==> src/rtl/uart_transmitter.sv <==
// 8N1 UART transmitter: serialises one DATA_WIDTH-bit word per tx_strobe,
// LSB first, with busy/done/overrun status for a polling CPU.

package arch_defs_pkg;
    parameter int unsigned DATA_WIDTH = 8;
endpackage

module uart_transmitter #(
    parameter int unsigned CLOCK_SPEED = 20_000_000,
    parameter int unsigned BAUD_RATE   = 9600,
    parameter int unsigned DATA_WIDTH  = arch_defs_pkg::DATA_WIDTH
) (
    input  logic                  clk,
    input  logic                  reset,
    input  logic                  tx_strobe,
    input  logic [DATA_WIDTH-1:0] data_in,
    input  logic                  clear_overrun,
    output logic                  tx_serial_out,
    output logic                  tx_busy,
    output logic                  tx_done_strobe,
    output logic                  tx_overrun
);

    localparam int unsigned CPB   = CLOCK_SPEED / BAUD_RATE;
    localparam int unsigned CNT_W = $clog2(CPB);
    localparam int unsigned BIT_W = $clog2(DATA_WIDTH) + 1;

    typedef enum logic [1:0] {IDLE, START, DATA, STOP} state_t;

    state_t                state_q, state_d;
    logic [CNT_W-1:0]      baud_cnt_q, baud_cnt_d;
    logic [BIT_W-1:0]      bit_cnt_q, bit_cnt_d;
    logic [DATA_WIDTH-1:0] shift_q, shift_d;
    logic                  tx_q, tx_d;
    logic                  busy_q, busy_d;
    logic                  done_q, done_d;
    logic                  overrun_q, overrun_d;

    logic bit_end;
    assign bit_end = (baud_cnt_q == CNT_W'(CPB - 1));

    always_comb begin
        state_d    = state_q;
        baud_cnt_d = baud_cnt_q;
        bit_cnt_d  = bit_cnt_q;
        shift_d    = shift_q;
        tx_d       = tx_q;
        done_d     = 1'b0;

        case (state_q)
            IDLE: begin
                tx_d = 1'b1;
                if (tx_strobe) begin
                    shift_d    = data_in;
                    baud_cnt_d = '0;
                    bit_cnt_d  = '0;
                    state_d    = START;
                    tx_d       = 1'b0;
                end
            end
            START: begin
                if (bit_end) begin
                    baud_cnt_d = '0;
                    state_d    = DATA;
                    tx_d       = shift_q[0];
                end else begin
                    baud_cnt_d = baud_cnt_q + CNT_W'(1);
                end
            end
            DATA: begin
                if (bit_end) begin
                    baud_cnt_d = '0;
                    shift_d    = shift_q >> 1;
                    bit_cnt_d  = bit_cnt_q + BIT_W'(1);
                    // Line is loaded one cycle ahead so it comes straight from tx_q.
                    if (bit_cnt_q == BIT_W'(DATA_WIDTH - 1)) begin
                        state_d = STOP;
                        tx_d    = 1'b1;
                    end else begin
                        tx_d = shift_d[0];
                    end
                end else begin
                    baud_cnt_d = baud_cnt_q + CNT_W'(1);
                end
            end
            STOP: begin
                tx_d = 1'b1;
                if (bit_end) begin
                    baud_cnt_d = '0;
                    state_d    = IDLE;
                    done_d     = 1'b1;
                end else begin
                    baud_cnt_d = baud_cnt_q + CNT_W'(1);
                end
            end
            default: begin
                state_d = IDLE;
                tx_d    = 1'b1;
            end
        endcase

        busy_d = (state_d != IDLE);

        // Set beats clear when a dropped request and a clear coincide.
        overrun_d = overrun_q;
        if (clear_overrun)
            overrun_d = 1'b0;
        if (tx_strobe && busy_q)
            overrun_d = 1'b1;
    end

    always_ff @(posedge clk) begin
        if (!reset) begin
            state_q    <= IDLE;
            baud_cnt_q <= '0;
            bit_cnt_q  <= '0;
            shift_q    <= '0;
            tx_q       <= 1'b1;
            busy_q     <= 1'b0;
            done_q     <= 1'b0;
            overrun_q  <= 1'b0;
        end else begin
            state_q    <= state_d;
            baud_cnt_q <= baud_cnt_d;
            bit_cnt_q  <= bit_cnt_d;
            shift_q    <= shift_d;
            tx_q       <= tx_d;
            busy_q     <= busy_d;
            done_q     <= done_d;
            overrun_q  <= overrun_d;
        end
    end

    assign tx_serial_out  = tx_q;
    assign tx_busy        = busy_q;
    assign tx_done_strobe = done_q;
    assign tx_overrun     = overrun_q;

endmodule

==> config.mk <==
export PLATFORM = sky130hd
export DESIGN_NAME = uart_transmitter
export DESIGN_NICKNAME = d
export VERILOG_FILES = /design/src/rtl/uart_transmitter.sv
export SDC_FILE = /design/constraint.sdc
export NUM_CORES = 1
export LEC_CHECK = 0
export CAP_MARGIN = 40
export CORE_MARGIN = 4
export CORE_UTILIZATION = 56
export CTS_CLUSTER_SIZE = 12
export DETAILED_ROUTE_END_ITERATION = 7
export PLACE_DENSITY = 0.78
export SLEW_MARGIN = 20
export SYNTH_ARGS = -nofsm -noshare
export SYNTH_HDL_FRONTEND = slang
export SYNTH_SLANG_ARGS = --single-unit
==> constraint.sdc <==
create_clock -name clk -period 1.9 [get_ports clk]
set_clock_uncertainty 0.1 [all_clocks]
set_input_delay 0.285 -clock clk [delete_from_list [all_inputs] [get_ports clk]]
set_output_delay 0.285 -clock clk [all_outputs]
set_load 0.01 [all_outputs]
# Word level (Yosys, flattened, before mapping)
# Cells that the tools add are included.
# word_totals
regBits	30
output_inout_bits	4
wordCells	50
# classes
eq_ne	8
addsub	2
n_reduce_logical	9
n_mux	23
# ops
cell	n
12-bit 2-to-1 mux	2
12-bit case mux with 2 select lines	1
8-bit 2-to-1 mux	2
8-bit case mux with 2 select lines	1
12-bit by 1-bit adder with 12-bit output, second input constant	1
12-bit == test, second input constant	1
2-bit 2-to-1 mux	5
4-bit 2-to-1 mux	2
2-bit case mux with 4 select lines	1
4-bit case mux with 2 select lines	1
1-bit 2-to-1 mux	7
2-bit != test, second input constant	3
2-bit nonzero test	3
4-bit by 1-bit adder with 4-bit output, second input constant	1
2-bit == test, second input constant	2
4-bit by 3-bit == test with 1-bit output, second input constant	1
1-bit case mux with 4 select lines	1
2-bit AND reduction	2
3-bit AND reduction	1
3-bit OR reduction	1
2-bit by 1-bit == test with 1-bit output, second input constant	1
2-bit logical NOT	1
1-bit logical AND	1

# Logic depth before layout (Yosys ltp)
# logic_depth
depth_word	5
ltp_mapped	8
depth_no_buf	6

# Worst setup path before layout
# No wires, ideal clock.
# synth_path
path_kind	flip-flop to flip-flop
from	register baud_cnt_q[0]
to	register shift_q[1]
arrival_ps	1500
t_required_ps	1660
period_less_slack_ps	1740
stages_incl_launch_ff	9
setup_slack_ps	160
setup_time_ps	140
path_cell_list	dfxtp_1 inv_1 ha_1 nor4bb_4 a31o_1 buf_6 and2_4 buf_12 a211oi_2
# synth_between
elab_chain_len	3
# synth_rtl
element	line_no	source
start, declared	31	logic [CNT_W-1:0] baud_cnt_q, baud_cnt_d;
start signal, assigned	124	baud_cnt_q <= baud_cnt_d;
12-bit == test	40	assign bit_end = (baud_cnt_q == CNT_W'(CPB - 1));
2-bit != test (no source line)	n/a	
3-bit AND reduction (no source line)	n/a	
end signal, assigned	126	shift_q <= shift_d;
end, declared	33	logic [DATA_WIDTH-1:0] shift_q, shift_d;
# No other way between the ends.
# A chain may end at the register's enable or synchronous reset.

# Worst setup path after layout
# layout_path
from	register baud_cnt_q[8]
to	register tx_q (netlist: tx_serial_out)
# layout_between
elab_chain_len	3
elab_cells_between_ends	4
# layout_rtl
element	line_no	source
12-bit == test (*)	40	
2-bit != test (no source line)	n/a	
2-bit AND reduction (no source line) (*)	n/a	
end signal, assigned	127	tx_q <= tx_d;
end, declared	34	logic tx_q, tx_d;
# Mark *: on every way between the ends. The rest lies on a longest branch, timed or not.

==> results list <==
- Routed len/inst: roughly 17 um
- At the end of the flow, the number of nets in the layout was between 200 and 250.
* Die span in y: 62.6 um
- Of all flip-flops after synthesis, the portion carrying an async set or reset was 0%.
- Net switching is between 20% and 30% of the power.
* Final WS setup: about 0.12 ns
- The tool flagged a number of max-cap violations equal to 0.
* Number of top-level pins: 16
- In this run the tightest slew margin relative to its limit is between 70% and 80%.
* Port Buf Inserts: 15
- Aggregate global-route resource usage: 22.0%
- The synthesized design contains 0 enable-type register cells.
- The multi-input combinational cells in the finished layout cover a total of a little under 1000 sq um.
- The worst hold path passes through 2 cells.
- Number of clock sinks: 30
- After the first detailed-routing iteration, the DRC count stood at between 100 and 150.
- Number of endpoints with negative hold slack in the final report: 0
- The worst register-to-register path has a setup slack of 0.12 ns.
* H-tree level count: 2
- Xor/xnor share of the synthesized area: under 10%
* Switching power: around 0.00034 W
- Across the VDD grid, the largest voltage drop is approximately 0.00050 V.
* DR DRC count: 0
* Hold EP: shift_q[7]$_SDFFE_PN0P_
* Worst setup SP type: flop
* Total congestion overflow: 0
- Fraction of final layout cells with drive strength greater than 1: a little under a quarter
* Max Fclk: approximately 560 MHz
* Relative contribution of sequential cells to total power: approximately half
* Number of antenna-violating nets in the routed design: 0
* Estimated wirelength of the detail-placed design: 2870 um
- Die Outline Area: ~3900 sq um
* Number of buffers inserted for hold repair after clock tree synthesis: 0
- Hold is met by roughly 0.37 ns.
- Distinct cell type count of the synthesized netlist: between 50 and 60
* Count of instances resized after the clock tree is built: 0
* Clock network latency to the later pin of the worst-skew pair: 0.34 ns
- Entering global routing, the biggest net connects 18 pins.
* Run status: completed
* Clock buffers created by TritonCTS: 5
- R2r worst-path depth: 5
* Gate power share: 12.4%
* Seq/Total Area, Yosys: a little over a third
- Via count of the first global-routing pass: roughly 1400
- The filler cells instantiated in the layout total 208.
- Fin crit share: around 94%
* Clock Path Buffers: 2
* Routed via count: 1519
- TritonCTS built the clock tree.
- Number of cells produced by synthesis: between 150 and 200
- The worst register-to-register path begins at baud_cnt_q[8]$_SDFFE_PN0P_.
- Of the total synthesized cell area, the portion taken by AND, OR, NAND and NOR gates is approximately a quarter.
- Largest family of logic cells by synthesized area: simple AND/OR/NAND/NOR gates
* Final max-slew violation count: 0
- Setup total negative slack on the finished layout was measured at 0 ns.
- STA puts the critical path data required time at around 2 ns.
- Total area of sequential cells: approximately 600 sq um
* Measured slew at the worst slew-check pin: roughly 0.39 ns
- The endpoint identified for the worst register-to-register timing path is tx_serial_out$_SDFFE_PN1P_.
* Post-synthesis share of cell area spent on full adders, half adders and majority gates: between 2 and 2.5%
- The mapped netlist covers between 1500 and 2000 sq um.
* Antenna violations before repair: 0
- At the end of routability-driven placement, the weighted congestion stood at a little under 0.9.
* Share of the synthesized area in compound gates (AO/OA/AOI/OAI): a little under a quarter
- A synthesized cell averages approximately 9.3 sq um.
- From synthesis to final layout, the design area changed by 19.1%.
* Max Fanout on Critical Path: 7
- The initial utilization of the core area, before any placement, comes to 59.6%.
- The core region is between 2000 and 3000 sq um.
* Flop and latch count out of synthesis: 30
- STA classifies the critical path endpoint as a flop.
* Antenna cell count: 0
- Setup violations remaining at the end of the flow were counted as 0.
- Internal power of the cells: roughly 0.0010 W
* Post-DR vias/cell: ~6.4
- Startpoint of the worst hold path: shift_q[7]$_SDFFE_PN0P_
- Clock root cell: sky130_fd_sc_hd__clkbuf_4
* Most common cell after layout, fill and taps aside: sky130_fd_sc_hd__dfxtp_1
- Measured along the x axis, the die boundary spans ~63 um.
* Static leakage: around 0.73 nW
- Before antenna repair, the detailed router went through 5 iterations.
- When the netlist entered floorplanning its net count stood at 195.
- Power density normalized to cell area: roughly 690 nW/um^2
- Clock-pin transition on the worst setup and hold timing paths: 0.10 ns
* Number of placement rows: 19
- The first global-routing pass estimated between 6000 and 7000 um of wire.
- In the synthesized netlist the dominant register cell turns out to be sky130_fd_sc_hd__dfxtp_1.
* Total detailed-routing wirelength: 3940 um
- Of the total power, the clock network draws between 30 and 40%.
- # Post-CTS Setup Buffers: 0
* Worst min path class: flop to flop
- Commonest cells after routing, fill and taps aside: 29 x sky130_fd_sc_hd__dfxtp_1, 19 x sky130_fd_sc_hd__buf_4, 15 x sky130_fd_sc_hd__a21oi_1, 15 x sky130_fd_sc_hd__clkdlybuf4s50_1, 11 x sky130_fd_sc_hd__nand2_1
- Multiplexer cells account for 4.79% of the synthesized area.
- Arrival @ worst endpoint: approximately 1.9 ns
* Yosys warns: 0
* Unrepaired setup endpoints after global routing: false
- The clock period could shrink to around 1.8 ns.
- Critical path start-end classification: flop to flop
- Timing analysis after detailed placement gives a worst setup slack of -0.0142 ns.
sequential cells by signal, summed over array words and instances (netlist names):
signal	cells
tx_serial_out	1
tx_overrun	1
state_q	2
tx_busy	1
shift_q	8
tx_done_strobe	1
baud_cnt_q	12
bit_cnt_q	4
worst max-delay path by stage:
stage	endpoint	from	slack (ns)
after floorplan	shift_q[1]$_SDFFE_PN0P_	baud_cnt_q[0]$_SDFFE_PN0P_	0.16
after global placement	baud_cnt_q[5]$_SDFFE_PN0P_	tx_strobe	0.05
after detailed placement	baud_cnt_q[5]$_SDFFE_PN0P_	tx_strobe	-0.01
after CTS	tx_serial_out$_SDFFE_PN1P_	baud_cnt_q[0]$_SDFFE_PN0P_	0.03
after global routing	bit_cnt_q[0]$_SDFFE_PN0P_	baud_cnt_q[8]$_SDFFE_PN0P_	0.002
final	tx_serial_out$_SDFFE_PN1P_	baud_cnt_q[8]$_SDFFE_PN0P_	0.12
per-stage QoR:
step / std cells / power (W) / utilization [%] / instance area (sq um)
floorplan: 180 / 0.000781 / - / 1670
global placement: 231 / 0.000842 / 67.8 / 1900
detailed placement: 231 / 0.000850 / 67.8 / 1900
CTS: 238 / 0.00138 / 70.7 / 1980
global route: 238 / 0.00144 / 71.0 / 1990
finish: 238 / 0.00138 / 71.0 / 1990
layer usage:
metal	global-route usage (%)	vias to the layer above	share of wire [%]
li1	-	728	-
met1	28.6	714	42
met2	33.3	71	46
met3	7.19	6	11
met4	9.09	0	1.5
met5	0	-	0
synthesized netlist by cell type, types with 2 or more instances:
cell	n	area share [%]
sky130_fd_sc_hd__nand4_1	6	2.2
sky130_fd_sc_hd__o31ai_1	4	1.8
sky130_fd_sc_hd__a21oi_1	15	4.5
sky130_fd_sc_hd__nand3_1	7	2.1
sky130_fd_sc_hd__nor2_1	10	2.2
sky130_fd_sc_hd__a41oi_1	2	1.0
sky130_fd_sc_hd__a211oi_2	7	5.2
sky130_fd_sc_hd__xnor2_1	2	1.0
sky130_fd_sc_hd__dfxtp_1	30	36
sky130_fd_sc_hd__a31o_1	3	1.6
sky130_fd_sc_hd__ha_1	3	2.2
sky130_fd_sc_hd__nand2b_1	3	1.1
sky130_fd_sc_hd__buf_6	3	2.0
sky130_fd_sc_hd__inv_1	3	0.67
sky130_fd_sc_hd__clkbuf_1	4	0.90
sky130_fd_sc_hd__o21ai_0	8	2.4
sky130_fd_sc_hd__a311oi_1	3	1.6
sky130_fd_sc_hd__and3_2	3	1.3
sky130_fd_sc_hd__a22o_1	2	1.0
sky130_fd_sc_hd__mux2i_1	8	4.8
sky130_fd_sc_hd__nand2_1	11	2.5
sky130_fd_sc_hd__a31oi_1	2	0.75
sky130_fd_sc_hd__or3_1	2	0.75
sky130_fd_sc_hd__nor3_1	5	1.5
sky130_fd_sc_hd__buf_2	4	1.2
sky130_fd_sc_hd__nor2b_1	2	0.75
sky130_fd_sc_hd__and3_1	3	1.1
sky130_fd_sc_hd__nor2_2	2	0.75
cells by family (layout without fill, tap and decap cells):
logic type                 count (synthesis)  in the layout
and+or+nand+nor                           66             66
AOI/OAI and AO/OA                         53             53
DFF                                       30             30
buffers and inverters                     17             44
muxes                                      8              8
adders and majority gates                  3              3
xor gates and xnor gates                   3              3
area by class of cell:
| class | count | share of cell area [%] |
|---|---|---|
| Sequential cell | 30 | 30.2 |
| Timing Repair Buffer | 34 | 14.7 |
| Multi-Input combinational cell | 133 | 48.5 |
| Clock inverter | 1 | 1.51 |
| Inverter | 3 | 0.566 |
| Clock buffer | 6 | 2.58 |
| Tap cell | 31 | 1.95 |
power by group through the flow:
stage	Clock (W)	Combinational, W	Sequential (W)
final	0.000538	0.000171	0.000668
after global routing	0.000581	0.000186	0.000671
after CTS	0.000545	0.000170	0.000667
after detailed placement	0	0.000168	0.000682
after global placement	0	0.000161	0.000680
after floorplan	0	0.000105	0.000676
critical path: stages, from the launching register on:
cell                      delay (ns)
sky130_fd_sc_hd__dfxtp_1        0.40
sky130_fd_sc_hd__nor4b_4        0.45
sky130_fd_sc_hd__and3_4         0.29
sky130_fd_sc_hd__buf_4          0.15
sky130_fd_sc_hd__o221a_2        0.20
sky130_fd_sc_hd__o21ai_0        0.08
No activity file was read; power rests on OpenSTA's default activity.
